`config.mk`:
```
export PLATFORM = sky130hd
export DESIGN_NAME = fft_frame_seq
export DESIGN_NICKNAME = d
export VERILOG_FILES = /design/src/rtl/fft_pkg.sv /design/src/rtl/fft_inflight_cnt.sv /design/src/rtl/fft_frame_seq.sv
export SDC_FILE = /design/constraint.sdc
export NUM_CORES = 1
export LEC_CHECK = 0
export ABC_AREA = 1
export CAP_MARGIN = 10
export CORE_MARGIN = 4
export CORE_UTILIZATION = 37
export DETAILED_ROUTE_END_ITERATION = 8
export GPL_TIMING_DRIVEN = 0
export MAX_ROUTING_LAYER = met4
export PLACE_DENSITY = 0.84
export SLEW_MARGIN = 20
export SYNTH_ARGS = -nofsm -noshare
export SYNTH_HDL_FRONTEND = slang
export SYNTH_SLANG_ARGS = --single-unit
```
`constraint.sdc`:
```
create_clock -name i_clk -period 2.8 [get_ports i_clk]
set_input_delay 0.42 -clock i_clk [delete_from_list [all_inputs] [get_ports i_clk]]
set_output_delay 0.42 -clock i_clk [all_outputs]
set_load 0.02 [all_outputs]
```
`src/rtl/fft_pkg.sv`:
```
// Shared definitions for the FFT frame sequencer: FSM state encoding,
// reset config word and the config word bit-field layout.
package fft_pkg;

   localparam logic [1:0] ST_IDLE   = 2'd0;
   localparam logic [1:0] ST_CFG    = 2'd1;
   localparam logic [1:0] ST_STREAM = 2'd2;

   localparam logic [7:0] CFG_DEFAULT_WORD = 8'h01;

   localparam int unsigned INFLIGHT_W = 4;

   // Core config word: bit0 selects forward/inverse, bits7:1 carry the scale schedule.
   typedef struct packed {
      logic [6:0] scale;
      logic       fwd_inv;
   } fft_cfg_t;

endpackage

```
`src/rtl/fft_inflight_cnt.sv`:
```
// Frames-in-flight counter: +1 per admitted frame, -1 per completed result
// frame, saturating at both ends.
module fft_inflight_cnt
   import fft_pkg::*;
(
   input  logic                  i_clk,
   input  logic                  i_rst,
   input  logic                  i_inc,
   input  logic                  i_dec,
   output logic [INFLIGHT_W-1:0] o_cnt
);

   logic [INFLIGHT_W-1:0] cnt_q, cnt_d;

   always_comb begin
      cnt_d = cnt_q;
      if (i_inc && !i_dec && (cnt_q != '1)) begin
         cnt_d = cnt_q + INFLIGHT_W'(1);
      end else if (i_dec && !i_inc && (cnt_q != '0)) begin
         cnt_d = cnt_q - INFLIGHT_W'(1);
      end
   end

   always_ff @(posedge i_clk) begin
      if (i_rst) begin
         cnt_q <= '0;
      end else begin
         cnt_q <= cnt_d;
      end
   end

   assign o_cnt = cnt_q;

endmodule

```
`src/rtl/fft_frame_seq.sv`:
```
// Frame sequencer in front of a streaming FFT core: inserts config transfers
// at frame boundaries, generates tlast, and limits frames in flight.
module fft_frame_seq
   import fft_pkg::*;
#(
   parameter int unsigned FRAME_LEN    = 1024,
   parameter int unsigned MAX_INFLIGHT = 2,
   parameter logic [7:0]  CFG_DEFAULT  = CFG_DEFAULT_WORD
) (
   input  logic        i_clk,
   input  logic        i_rst,
   input  logic [7:0]  i_cfg_data,
   input  logic        i_cfg_update,
   input  logic [31:0] i_data,
   input  logic        i_data_valid,
   output logic        o_data_ready,
   output logic [31:0] o_fft_tdata,
   output logic        o_fft_tvalid,
   output logic        o_fft_tlast,
   input  logic        i_fft_tready,
   output logic [7:0]  o_cfg_tdata,
   output logic        o_cfg_tvalid,
   input  logic        i_cfg_tready,
   input  logic        i_res_tvalid,
   input  logic        i_res_tready,
   input  logic        i_res_tlast,
   input  logic        i_evt_tlast_unexpected,
   input  logic        i_evt_tlast_missing,
   input  logic        i_err_clr,
   output logic [3:0]  o_inflight,
   output logic        o_busy,
   output logic [1:0]  o_err
);

   localparam int unsigned           CNT_W    = $clog2(FRAME_LEN);
   localparam logic [CNT_W-1:0]      LAST_IDX = CNT_W'(FRAME_LEN - 1);
   localparam logic [INFLIGHT_W-1:0] MAX_IF   = INFLIGHT_W'(MAX_INFLIGHT);

   logic [1:0]            state_q, state_d;
   logic [CNT_W-1:0]      cnt_q, cnt_d;
   fft_cfg_t              cfg_q, cfg_d;
   logic                  cfg_pending_q, cfg_pending_d;
   logic [1:0]            err_q, err_d;
   logic [INFLIGHT_W-1:0] inflight;
   logic                  gate;
   logic                  fft_hs;
   logic                  frame_end;
   logic                  res_end;

   // Mealy outputs and next-state logic; the data path is a pure passthrough.
   always_comb begin
      o_fft_tdata   = i_data;
      o_fft_tvalid  = 1'b0;
      o_data_ready  = 1'b0;
      o_cfg_tvalid  = 1'b0;
      o_cfg_tdata   = cfg_q;
      state_d       = state_q;
      cnt_d         = cnt_q;
      cfg_d         = cfg_q;
      cfg_pending_d = cfg_pending_q;

      // A new frame may only start while fewer than MAX_INFLIGHT frames are outstanding.
      gate = !((cnt_q == '0) && (inflight == MAX_IF));

      if (state_q == ST_STREAM) begin
         o_fft_tvalid = i_data_valid & gate;
         o_data_ready = i_fft_tready & gate;
      end
      if (state_q == ST_CFG) begin
         o_cfg_tvalid = 1'b1;
      end

      o_fft_tlast = o_fft_tvalid && (cnt_q == LAST_IDX);
      fft_hs      = o_fft_tvalid & i_fft_tready;
      frame_end   = fft_hs & o_fft_tlast;

      if (fft_hs) begin
         cnt_d = cnt_q + CNT_W'(1);
      end

      case (state_q)
         ST_IDLE: begin
            if (cfg_pending_q) begin
               state_d = ST_CFG;
            end else if (i_data_valid) begin
               state_d = ST_STREAM;
            end
         end
         ST_CFG: begin
            if (i_cfg_tready) begin
               state_d       = ST_STREAM;
               cfg_pending_d = 1'b0;
            end
         end
         ST_STREAM: begin
            if (frame_end && (cfg_pending_q || i_cfg_update)) begin
               state_d = ST_CFG;
            end
         end
         default: state_d = ST_IDLE;
      endcase

      // Updates always win over the clear from a concurrent config handshake.
      if (i_cfg_update) begin
         cfg_d         = fft_cfg_t'(i_cfg_data);
         cfg_pending_d = 1'b1;
      end

      err_d = {i_evt_tlast_missing, i_evt_tlast_unexpected} | (err_q & {2{~i_err_clr}});
   end

   always_ff @(posedge i_clk) begin
      if (i_rst) begin
         state_q       <= ST_IDLE;
         cnt_q         <= '0;
         cfg_q         <= fft_cfg_t'(CFG_DEFAULT);
         cfg_pending_q <= 1'b1;
         err_q         <= '0;
      end else begin
         state_q       <= state_d;
         cnt_q         <= cnt_d;
         cfg_q         <= cfg_d;
         cfg_pending_q <= cfg_pending_d;
         err_q         <= err_d;
      end
   end

   assign res_end = i_res_tvalid & i_res_tready & i_res_tlast;

   fft_inflight_cnt u_inflight (
      .i_clk (i_clk),
      .i_rst (i_rst),
      .i_inc (frame_end),
      .i_dec (res_end),
      .o_cnt (inflight)
   );

   assign o_inflight = inflight;
   assign o_busy     = (state_q != ST_IDLE) || (inflight != '0);
   assign o_err      = err_q;

endmodule

```
==> Yosys cells after proc, flatten, opt, wreduce, memory -nomap -nowiden <==
Cells that the tools add are included.
{ "op_classes": {"n_lt_le_gt_ge": 0, "mux": 10, "bitwise": 9, "reduce_logical": 20, "n_eq_ne": 8, "add_sub_neg": 3, "div_mod_pow": 0, "shift": 0, "n_mul": 0} }
{ "op_table": {"columns": ["operator", "count"], "rows": [
  ["10-bit by 1-bit adder with 10-bit output (second input constant)", 1],
  ["10-bit == test (second input constant)", 1],
  ["10-bit zero test", 1],
  ["2-bit 2-to-1 mux", 4],
  ["4-bit 2-to-1 mux", 2],
  ["1-bit logical AND", 7],
  ["1-bit bitwise AND", 6],
  ["2-bit one-hot mux with 3 select lines", 1],
  ["4-bit by 1-bit adder with 4-bit output (second input constant)", 1],
  ["4-bit by 2-bit == test with 1-bit output (second input constant)", 1],
  ["4-bit inequality test (second input constant)", 1],
  ["2-bit nonzero test", 2],
  ["4-bit nonzero test", 1],
  ["4-bit by 1-bit subtractor with 4-bit output (second input constant)", 1],
  ["1-bit zero test", 3],
  ["1-bit 2-to-1 mux", 3],
  ["3-bit inequality test (second input constant)", 1],
  ["3-bit AND reduction", 1],
  ["2-bit bitwise AND", 1],
  ["2-bit by 1-bit == test with 1-bit output (second input constant)", 1],
  ["2-bit == test (second input constant)", 1],
  ["2-bit zero test", 1],
  ["1-bit logical OR", 2],
  ["2-bit by 1-bit inequality test with 1-bit output (second input constant)", 1],
  ["other kinds (5)", 5]
]} }
{ "word_totals": {"output_inout_bits": 51, "ff_bits": 27, "elab_cells": 57, "ramBits": 0, "latch_bits": 0, "mem_count": 0, "romBits": 0} }

==> Longest topological paths before layout <==
Gate-level depths: netlist of the first run.
{ "logic_depth": {"ltp_word": 12, "depth_mapped": 18, "mapped_depth_nobuf": 18} }

==> Hierarchy <==
A second synthesis of the first run with hierarchy kept.
{ "unflattened": {"hier_cells": 238, "area_unflattened_um2": 1697.9} }
{ "modules_own_cells": {"columns": ["module", "area_each_um2", "instances", "seq_area_each_um2", "cells_per_inst"], "rows": [
  ["fft_frame_seq", 1373.8, 1, 460.4, 192],
  ["fft_inflight_cnt", 324.1, 1, 80.1, 46]
]} }

==> Least setup slack after synthesis of the first run <==
Ideal clock, no wire load.
{ "synth_path": {"kind": "flip-flop to flip-flop", "from": "reg u_inflight.cnt_q[0] (netlist: u_inflight.o_cnt[0])", "to": "reg u_inflight.cnt_q[3] (netlist: u_inflight.o_cnt[3])", "setup_slack_ns": 0.626, "n_path_buf": 0, "t_required_ns": 2.690, "setup_ns": 0.110, "synth_period_minus_slack_ns": 2.174, "arrival_ns": 2.065, "stages_incl_launch_ff": 17, "cell_sequence": "dfxtp_1 > inv_1 > nand3_1 > nor2_1 > nand2_2 > nand3_4 > nor2_4 > nand2_4 > ha_1 > nand2_1 > nand2_1 > a31oi_1 > nand3_1 > nand3_2 > nand2_1 > inv_1 > nor2_1"} }
{ "synth_between": {"elab_chain_len": 11} }
{ "synth_rtl": {"columns": ["item", "line_no", "text"], "rows": [
  ["start: declaration", "fft_inflight_cnt.sv:13", "logic [INFLIGHT_W-1:0] cnt_q, cnt_d;"],
  ["start signal: assignment", "fft_inflight_cnt.sv:28", "cnt_q <= cnt_d;"],
  ["4-bit by 2-bit == test with 1-bit output", "fft_frame_seq.sv:63", "gate = !((cnt_q == '0) && (inflight == MAX_IF));"],
  ["1-bit logical AND", "fft_frame_seq.sv:63", null],
  ["1-bit zero test", "fft_frame_seq.sv:63", null],
  ["1-bit bitwise AND", "fft_frame_seq.sv:66", "o_fft_tvalid = i_data_valid & gate;"],
  ["1-bit 2-to-1 mux", "fft_frame_seq.sv:65", "if (state_q == ST_STREAM) begin"],
  ["1-bit bitwise AND or 1-bit logical AND (tied branches)", "fft_frame_seq.sv:74, fft_frame_seq.sv:73", null],
  ["1-bit bitwise AND", "fft_frame_seq.sv:75", "frame_end = fft_hs & o_fft_tlast;"],
  ["1-bit zero test", "fft_inflight_cnt.sv:19", "end else if (i_dec && !i_inc && (cnt_q != '0)) begin"],
  ["1-bit logical AND (2 in series)", "fft_inflight_cnt.sv:19", null],
  ["2-bit nonzero test (no source line)", null, null]
]} }
Several ways; a longest one is shown, not always the timed one. The select of a mux whose other input is x is not followed.
A chain may end at the register's enable or synchronous reset.

==> Worst setup path after layout of the first run <==
{ "layout_path": {"from": "reg cnt_q[0]", "to": "out o_fft_tlast"} }
{ "layout_between": {"elab_chain_len": 6} }
{ "layout_rtl": {"columns": ["item", "line_no", "text"], "rows": [
  ["start: declaration", "fft_frame_seq.sv:40", "logic [CNT_W-1:0] cnt_q, cnt_d;"],
  ["start signal: assignment", "fft_frame_seq.sv:121", "cnt_q <= cnt_d;"],
  ["10-bit zero test", "fft_frame_seq.sv:63", null],
  ["1-bit logical AND", "fft_frame_seq.sv:63", null],
  ["1-bit zero test", "fft_frame_seq.sv:63", null],
  ["1-bit bitwise AND", "fft_frame_seq.sv:66", null],
  ["1-bit 2-to-1 mux", "fft_frame_seq.sv:65", null],
  ["1-bit logical AND (*)", "fft_frame_seq.sv:73", "o_fft_tlast = o_fft_tvalid && (cnt_q == LAST_IDX);"],
  ["end: declaration", "fft_frame_seq.sv:19", "output logic o_fft_tlast,"]
]} }
Every way passes the cells marked *; elsewhere a longest branch is shown, timed or not.

==> qor.csv, run 1 <==
metric;value;unit
regToRegStartpoint;cnt_q[0];
drive_above_1_share;0.174;
post-route-drc-count;0;
wl_per_cell;11.2;um
top_layer;met4;
p_comb_frac;0.349;
synthTopCellsByArea;dfxtp_1, buf_4, nor2_1;
synthArstFlopShare;0;
overflow;0;
cts_resized;0;
worst_setup_hold_path_clk_slew;0.09;ns
peakVddDrop;0.361;mV
drtIter0Drc;41;
crit_start;cnt_q[0];
crit_path_end_kind;output port;
wl;3980;um
hold_viol_final;0;
worstSetupPathType;reg2out;
cts-buffers-inserted;3;
cp_data_arrival_time;2.06;ns
groute.usage.overall;0.137;
p_leak;1.04;nW
r2r_cells;16;
cts_tree;yes;
area_delta_synth_final;47.3;%
die_height;75.4;um
gp_congestion;0.954;
syn_area_per_cell;7.24;sq um
clockPowerShare;0.228;
port_buffers;68;
startpoint_type;flop;
fmax;403;MHz
min_path_cells;2;
worst-slew-pin-transition;0.541;ns
grt_pass1_vias;1508;
intPower;0.686;mW
syn_nets;289;
fp.dieW;75.4;um
grt_max_degree;17;
syn-cell-area;1680;sq um
hold_path.class;reg2reg;
min_to;cfg_pending_q;
post_cts_buffers;0;
antenna_found_initial;0;
ctsHoldBuffers;0;
vias;1655;
ys.flop_type;dfxtp_1;
timing.setup.tns;0;ns
maxSlewHeadroom;0.639;
ant_nets;0;
drt_pass1_iterations;4;
core_area;4380;sq um
finalPower;1.01;mW
n_antenna_cell;0;
status;finished clean;
nets;362;
synth_top_area_frac;0.322;
cts_root_buffer;clkbuf_8;
p_sw_frac;0.323;
yosys.cell_count.top_type;nor2_1;
worstReg2RegEnd;u_inflight.o_cnt[3];
rows;24;
fillers;409;
power_density;410;nW/um^2
clock_skew;0.00165;ns
ys_ff_latch;27;
worstPathMaxFanout;4;
p_seq_frac;0.423;
slew_violations;0;
hpwl;3210;um
routed-wl-met3;451;um
clk_latency;0.28;ns
syn_inst;232;
wl_met2;1850;um
synthDistinctLibCells;34;
max_cap_viol_count;0;
yosysTopAreaCell;dfxtp_1;
vias_per_cell;4.65;
ios;103;
cts.sinks;27;
grt_pass1_wl;6070;um
initial_core_util;0.383;
drt-met1-wl;1660;um
fin_crit_sh;0.886;
final_util;0.564;
power.switching;0.327;mW
yosysSeqAreaShare;0.322;
reg2reg_slack;0.38;ns
clk_path_buf_depth;2;
required;2.38;ns
finalSetupViolCount;0;
rsz0062_at_grt;no;
min_from;cfg_pending_q;
synth_edf_count;0;
synthTopCellsByCount;nor2_1, nand2_1, buf_4;
yosys_warnings;0;
htreeDepth;1;
period_minus_slack;2.48;ns
die-area;5680;sq um
[worst max-delay path, cell delays in order, from the launching register on]
cell             delay [ns]
dfxtp_1                0.38
ha_1                   0.19
inv_1                  0.09
nor3_2                 0.17
nand4_2                0.13
nor2_1                 0.16
clkdlybuf4s50_1        0.64
[per-stage QoR]
stage          hold WS, ns  worst slack (ns)  cells  cell area [sq um]
2_1_floorplan        0.429             0.626    232               1680
3_3_place_gp         0.439             0.175    352               2420
3_5_place_dp         0.443             0.127    352               2420
4_1_cts              0.467             0.298    356               2470
5_1_grt              0.493             0.113    356               2470
6_report             0.463             0.318    356               2470
[flip-flops by register name, summed over array words and instances (netlist names)]
| signal | cells |
|---|---|
| state_q | 2 |
| u_inflight.o_cnt | 4 |
| o_err | 2 |
| cfg_pending_q | 1 |
| o_cfg_tdata | 8 |
| cnt_q | 10 |
[worst max-delay path by stage]
stage                                to  slack [ns]
finish                      o_fft_tlast        0.32
global route        u_inflight.o_cnt[3]        0.11
CTS                         o_fft_tlast        0.30
detailed placement  u_inflight.o_cnt[3]        0.13
global placement    u_inflight.o_cnt[3]        0.18
floorplan           u_inflight.o_cnt[3]        0.63
[layer usage]
metal / track usage / up-vias
li1: - / 852
met1: 0.167 / 722
met2: 0.235 / 79
met3: 0.0356 / 2
met4: 0.0175 / 0
met5: - / -
[power groups by stage]
stage          clock network [mW]  registers [mW]  logic (mW)
2_1_floorplan                   0           0.445       0.194
3_3_place_gp                    0           0.436       0.350
3_5_place_dp                    0           0.437       0.356
4_1_cts                     0.237           0.429       0.357
5_1_grt                     0.255           0.432       0.385
6_report                    0.231           0.429       0.354
[layout make-up]
cell class,count,area [sq um],area share
Buffer,35,251,0.102
Clock inverter,1,7.51,0.00303
Inverter,25,93.8,0.0379
Multi-Input combinational cell,145,793,0.321
Tap cell,52,65.1,0.0263
Clock buffer,3,41.3,0.0167
Timing Repair Buffer,68,681,0.275
Sequential cell,27,541,0.219
[placed cells by master, fill, tap and decap left out, types with 2 or more instances in the layout]
cell             instances
clkdlybuf4s50_1         68
nor2_1                  35
nand2_1                 33
buf_4                   32
dfxtp_1                 27
inv_1                   23
a21oi_1                 15
o21ai_0                 13
nand3_1                 11
nand2_2                  5
ha_1                     4
nor2_4                   3
clkbuf_1                 3
nand4_1                  3
xor2_1                   3
clkbuf_8                 3
nand2_4                  2
nor3_1                   2
[logic make-up after synthesis]
logic type / synth area share
compound gates: 0.107
xor+xnor: 0.0209
fa+ha+maj: 0.0417
buf+inv: 0.206
flops: 0.322
simple gates: 0.303
Note: power is estimated with default switching activity, not from simulation.
==> run 2: changes to the inputs <==
--- a/config.mk
+++ b/config.mk
@@ -6,13 +6,12 @@
 export NUM_CORES = 1
 export LEC_CHECK = 0
 export ABC_AREA = 1
-export CAP_MARGIN = 10
 export CORE_MARGIN = 4
 export CORE_UTILIZATION = 37
 export DETAILED_ROUTE_END_ITERATION = 8
 export GPL_TIMING_DRIVEN = 0
 export MAX_ROUTING_LAYER = met4
-export PLACE_DENSITY = 0.84
+export PLACE_DENSITY = 0.9
 export SLEW_MARGIN = 20
 export SYNTH_ARGS = -nofsm -noshare
 export SYNTH_HDL_FRONTEND = slang
==> run 2 against run 1 <==
Net effect: flip-flop and latch count unchanged; global-route usage rose by 0.085 points; worst hold slack got worse by 0.00058 ns; clock skew barely moved; count of clock-buffer cells in the layout unchanged; design area stayed put; sequential share of layout area did not move; clock power barely moved; register-to-register slack worse by 0.03 ns; via count rose by 3.1%; core utilization is the same; largest cell class unchanged.
==> qor.csv, run 2 (synthesis results as in run 1) <==
metric;value;unit
overflow;0;
regToRegStartpoint;cnt_q[0];
core_area;4380;sq um
cts.sinks;27;
initial_core_util;0.383;
largest_register_ffs;10;
layout_common_cells;clkdlybuf4s50_1, nor2_1, nand2_1;
wl_per_cell;11.5;um
grt_util_met1;0.163;
busiest_layer;met2;
rsz0062_at_grt;no;
vias_per_cell;4.79;
grt_max_degree;17;
wl;4100;um
ios;103;
worst_setup_hold_path_clk_slew;0.10;ns
area_delta_synth_final;47.3;%
ant_nets;0;
drtIter0Drc;58;
hold_viol_final;0;
p_leak;1.04;nW
top_register;cnt_q;
hpwl;3370;um
hold_path.class;reg2reg;
fmax;409;MHz
clock_skew;0.00183;ns
max_cap_viol_count;0;
cts_root_buffer;clkbuf_8;
worstPathMaxFanout;8;
post-route-drc-count;0;
setup_slack;0.352;ns
groute.usage.overall;0.138;
min_from;cfg_pending_q;
maxSlewHeadroom;0.674;
clk_latency;0.27;ns
startpoint_type;flop;
crit_path_end_kind;flop;
finalSetupViolCount;0;
cts-buffers-inserted;3;
fp.dieW;75.4;um
ctsHoldBuffers;0;
worst-slew-pin-transition;0.490;ns
status;finished clean;
rows;24;
whs;0.463;ns
antenna_found_initial;0;
cp_data_arrival_time;2.67;ns
die-area;5680;sq um
period_minus_slack;2.45;ns
required;3.02;ns
cts_tree;yes;
fin_crit_sh;0.874;
drt_pass1_iterations;4;
final_util;0.564;
mostFrequentLayoutCell;clkdlybuf4s50_1;
peakVddDrop;0.512;mV
nets;362;
htreeDepth;1;
cts_resized;0;
die_height;75.4;um
crit_start;cnt_q[0];
drive_above_1_share;0.174;
pre_cts_slack;0.122;ns
post_cts_buffers;0;
slew_violations;0;
timing.setup.tns;0;ns
worstSetupPathType;reg2reg;
vias;1707;
met2_usage;0.248;
use_met3;0.0317;
gp_congestion;0.856;
power_density;409;nW/um^2
fillers;406;
grt_pass1_wl;6130;um
grt_pass1_vias;1524;
clk_path_buf_depth;2;
port_buffers;68;
n_antenna_cell;0;
==> run 2: critical path, cell delays in order (launching register included) <==
cell and delay (ns):
dfxtp_1 0.39, inv_1 0.09, ha_1 0.20, nand3_1 0.08, nor2_1 0.06, nand2_2 0.11, nand3_4 0.14, nor2_4 0.17
nand2_4 0.10, ha_1 0.33, nand2_1 0.08, nand2_1 0.05, a31oi_1 0.18, inv_1 0.07, nand2_2 0.08, nand3_2 0.06
nand2_1 0.06, inv_1 0.04, nor2_1 0.09
==> run 2: final timing paths <==
kind                                       endpoint  slack (ns)  cells after the start
worst max-delay path            u_inflight.o_cnt[3]        0.35                     18
worst min-delay path                  cfg_pending_q        0.46                      2
worst max register to register  u_inflight.o_cnt[3]        0.35                     18
worst min register to register        cfg_pending_q        0.46                      2
==> run 2: per-layer routing <==
| layer | part of all wire | wire (um) |
|---|---|---|
| met1 | 0.39 | 1610 |
| met2 | 0.49 | 2020 |
| met3 | 0.11 | 461 |
| met4 | 0.0022 | 9 |
| met5 | 0 | 0 |
==> run 2: report_power, final <==
| part | total, mW | switching (mW) | internal (mW) |
|---|---|---|---|
| Combinational | 0.355 | 0.180 | 0.176 |
| Sequential | 0.428 | 0.0189 | 0.409 |
| Clock | 0.229 | 0.128 | 0.101 |
| Total | 1.01 | 0.326 | 0.686 |
==> run 2: per-stage QoR <==
stage	cells	total power [mW]	instance area (sq um)
global route	356	1.06	2470
global placement	352	0.784	2420
CTS	356	1.02	2470
detailed placement	352	0.795	2420
floorplan	232	0.639	1680
finish	356	1.01	2470
==> run 2: layout make-up <==
cell class              count  area [sq um]  share of cell area
inverters                  25          93.8              0.0379
flip-flops and latches     27           541               0.219
clock inverters             1          7.51             0.00303
repair buffers             68           681               0.275
multi-input cells         145           793               0.321
well taps                  52          65.1              0.0263
plain buffers              35           251               0.102
clock buffers               3          41.3              0.0167
==> run 3: changes to the inputs <==
--- a/config.mk
+++ b/config.mk
@@ -12,6 +12,7 @@
 export GPL_TIMING_DRIVEN = 0
 export MAX_ROUTING_LAYER = met4
 export PLACE_DENSITY = 0.9
+export RECOVER_POWER = 25
 export SLEW_MARGIN = 20
 export SYNTH_ARGS = -nofsm -noshare
 export SYNTH_HDL_FRONTEND = slang
==> run 3 against run 2 <==
Net effect: maximum frequency did not move; global-route usage did not move; register-to-register slack is essentially flat; core utilization is the same; clock power about the same; clock skew hardly changed; critical endpoint unchanged; largest power group unchanged.
==> qor.csv, run 3 (synthesis results as in run 1) <==
metric;value;unit
min_from;cfg_pending_q;
overflow;0;
fmax;409;MHz
rows;24;
cts_resized;0;
status;finished clean;
p_comb_frac;0.349;
fin_crit_sh;0.874;
crit_path_end_kind;flop;
clockPowerShare;0.227;
hold_viol_final;0;
period_minus_slack;2.45;ns
startpoint_type;flop;
cts_root_buffer;clkbuf_8;
grt_pass1_wl;6130;um
fp.dieW;75.4;um
largest_register_ffs;10;
mostFrequentLayoutCell;clkdlybuf4s50_1;
grt_util_met1;0.163;
rsz0062_at_grt;no;
initial_core_util;0.383;
slowest_stage;dfxtp_1;
intPower;0.684;mW
die_height;75.4;um
use_met3;0.0317;
n_antenna_cell;0;
cp_data_arrival_time;2.67;ns
die-area;5680;sq um
reg2reg_slack;0.35;ns
r2r_cells;18;
hold_path.class;reg2reg;
port_buffers;68;
gp_congestion;0.856;
min_to;cfg_pending_q;
dp.cells;352;
power_density;408;nW/um^2
groute.usage.overall;0.138;
top_register;cnt_q;
timing.setup.tns;0;ns
p_leak;1.05;nW
busiest_layer;met2;
stdcell_count;356;
maxSlewHeadroom;0.674;
clock_skew;0.00182;ns
htreeDepth;1;
layout_common_cells;clkdlybuf4s50_1, nor2_1, nand2_1;
vias_per_cell;4.79;
drt_pass1_iterations;4;
worstSetupPathType;reg2reg;
nets;362;
area_delta_synth_final;47.3;%
cts-buffers-inserted;3;
max_stage_delay;0.39;ns
drive_above_1_share;0.174;
hpwl;3370;um
met2_usage;0.248;
max_cap_viol_count;0;
wl;4100;um
p_seq_frac;0.424;
p_sw_frac;0.323;
worst-slew-pin-transition;0.490;ns
ctsHoldBuffers;0;
regToRegStartpoint;cnt_q[0];
post-route-drc-count;0;
power.switching;0.326;mW
finalPower;1.01;mW
peakVddDrop;0.512;mV
ios;103;
clk_path_buf_depth;2;
ant_nets;0;
cts.sinks;27;
wl_per_cell;11.5;um
finalSetupViolCount;0;
vias;1707;
clk_latency;0.27;ns
grt_pass1_vias;1524;
min_path_cells;2;
cts_tree;yes;
grt_max_degree;17;
worstReg2RegEnd;u_inflight.o_cnt[3];
required;3.02;ns
worstPathMaxFanout;8;
antenna_found_initial;0;
slew_violations;0;
crit_chain;inv_1, ha_1, nand3_1, nor2_1, nand2_2, nand3_4, nor2_4, nand2_4, ha_1, nand2_1, nand2_1, a31oi_1, inv_1, nand2_2, nand3_2, nand2_1, inv_1, nor2_1;
core_area;4380;sq um
worst_setup_hold_path_clk_slew;0.10;ns
post_cts_buffers;0;
drtIter0Drc;58;
## run 3: how the worst max path moves through the flow
stage / from / endpoint / cells past startpoint
after detailed placement: i_data_valid / u_inflight.o_cnt[3] / 15
after CTS: cnt_q[0] / o_data_ready / 7
after global placement: i_data_valid / u_inflight.o_cnt[3] / 15
after floorplan: u_inflight.o_cnt[0] / u_inflight.o_cnt[3] / 16
final: cnt_q[0] / u_inflight.o_cnt[3] / 18
after global routing: cnt_q[0] / u_inflight.o_cnt[3] / 18
## run 3: final cells by class
type | instances | area [sq um]
fillers | 406 | 1910
multi-input cells | 145 | 793
repair buffers | 68 | 681
flip-flops and latches | 27 | 541
plain buffers | 35 | 251
inverters | 25 | 93.8
well taps | 52 | 65.1
clock buffers | 3 | 41.3
clock inverters | 1 | 7.51
## run 3: critical path: cells and delay by family, from the launching register on
family | cells | cell delay (ns)
and+or+nand+nor | 12 | 1.08
AOI/OAI and AO/OA | 1 | 0.18
DFF | 1 | 0.39
buffers and inverters | 3 | 0.20
adders and majority gates | 2 | 0.53
## run 3: power by group through the flow
stage               Combinational (mW)  Sequential, mW  Clock (mW)
global route                     0.382           0.431       0.244
finish                           0.353           0.428       0.229
CTS                              0.359           0.428       0.233
floorplan                        0.194           0.445           0
global placement                 0.349           0.435           0
detailed placement               0.358           0.437           0
## run 3: per-layer routing
metal  up-vias  share of wire
li1        853              -
met3         2           0.11
met1       764           0.39
met4         0         0.0022
met5         -              0
met2        88           0.49
## run 3: per-stage QoR
| step | hold WS [ns] | cell area [sq um] | worst slack (ns) | utilization |
|---|---|---|---|---|
| 2_1_floorplan | 0.429 | 1680 | 0.626 | - |
| 3_3_place_gp | 0.439 | 2420 | 0.177 | 0.553 |
| 3_5_place_dp | 0.443 | 2420 | 0.122 | 0.553 |
| 4_1_cts | 0.468 | 2470 | 0.327 | 0.564 |
| 5_1_grt | 0.495 | 2470 | 0.125 | 0.564 |
| 6_report | 0.463 | 2470 | 0.352 | 0.564 |
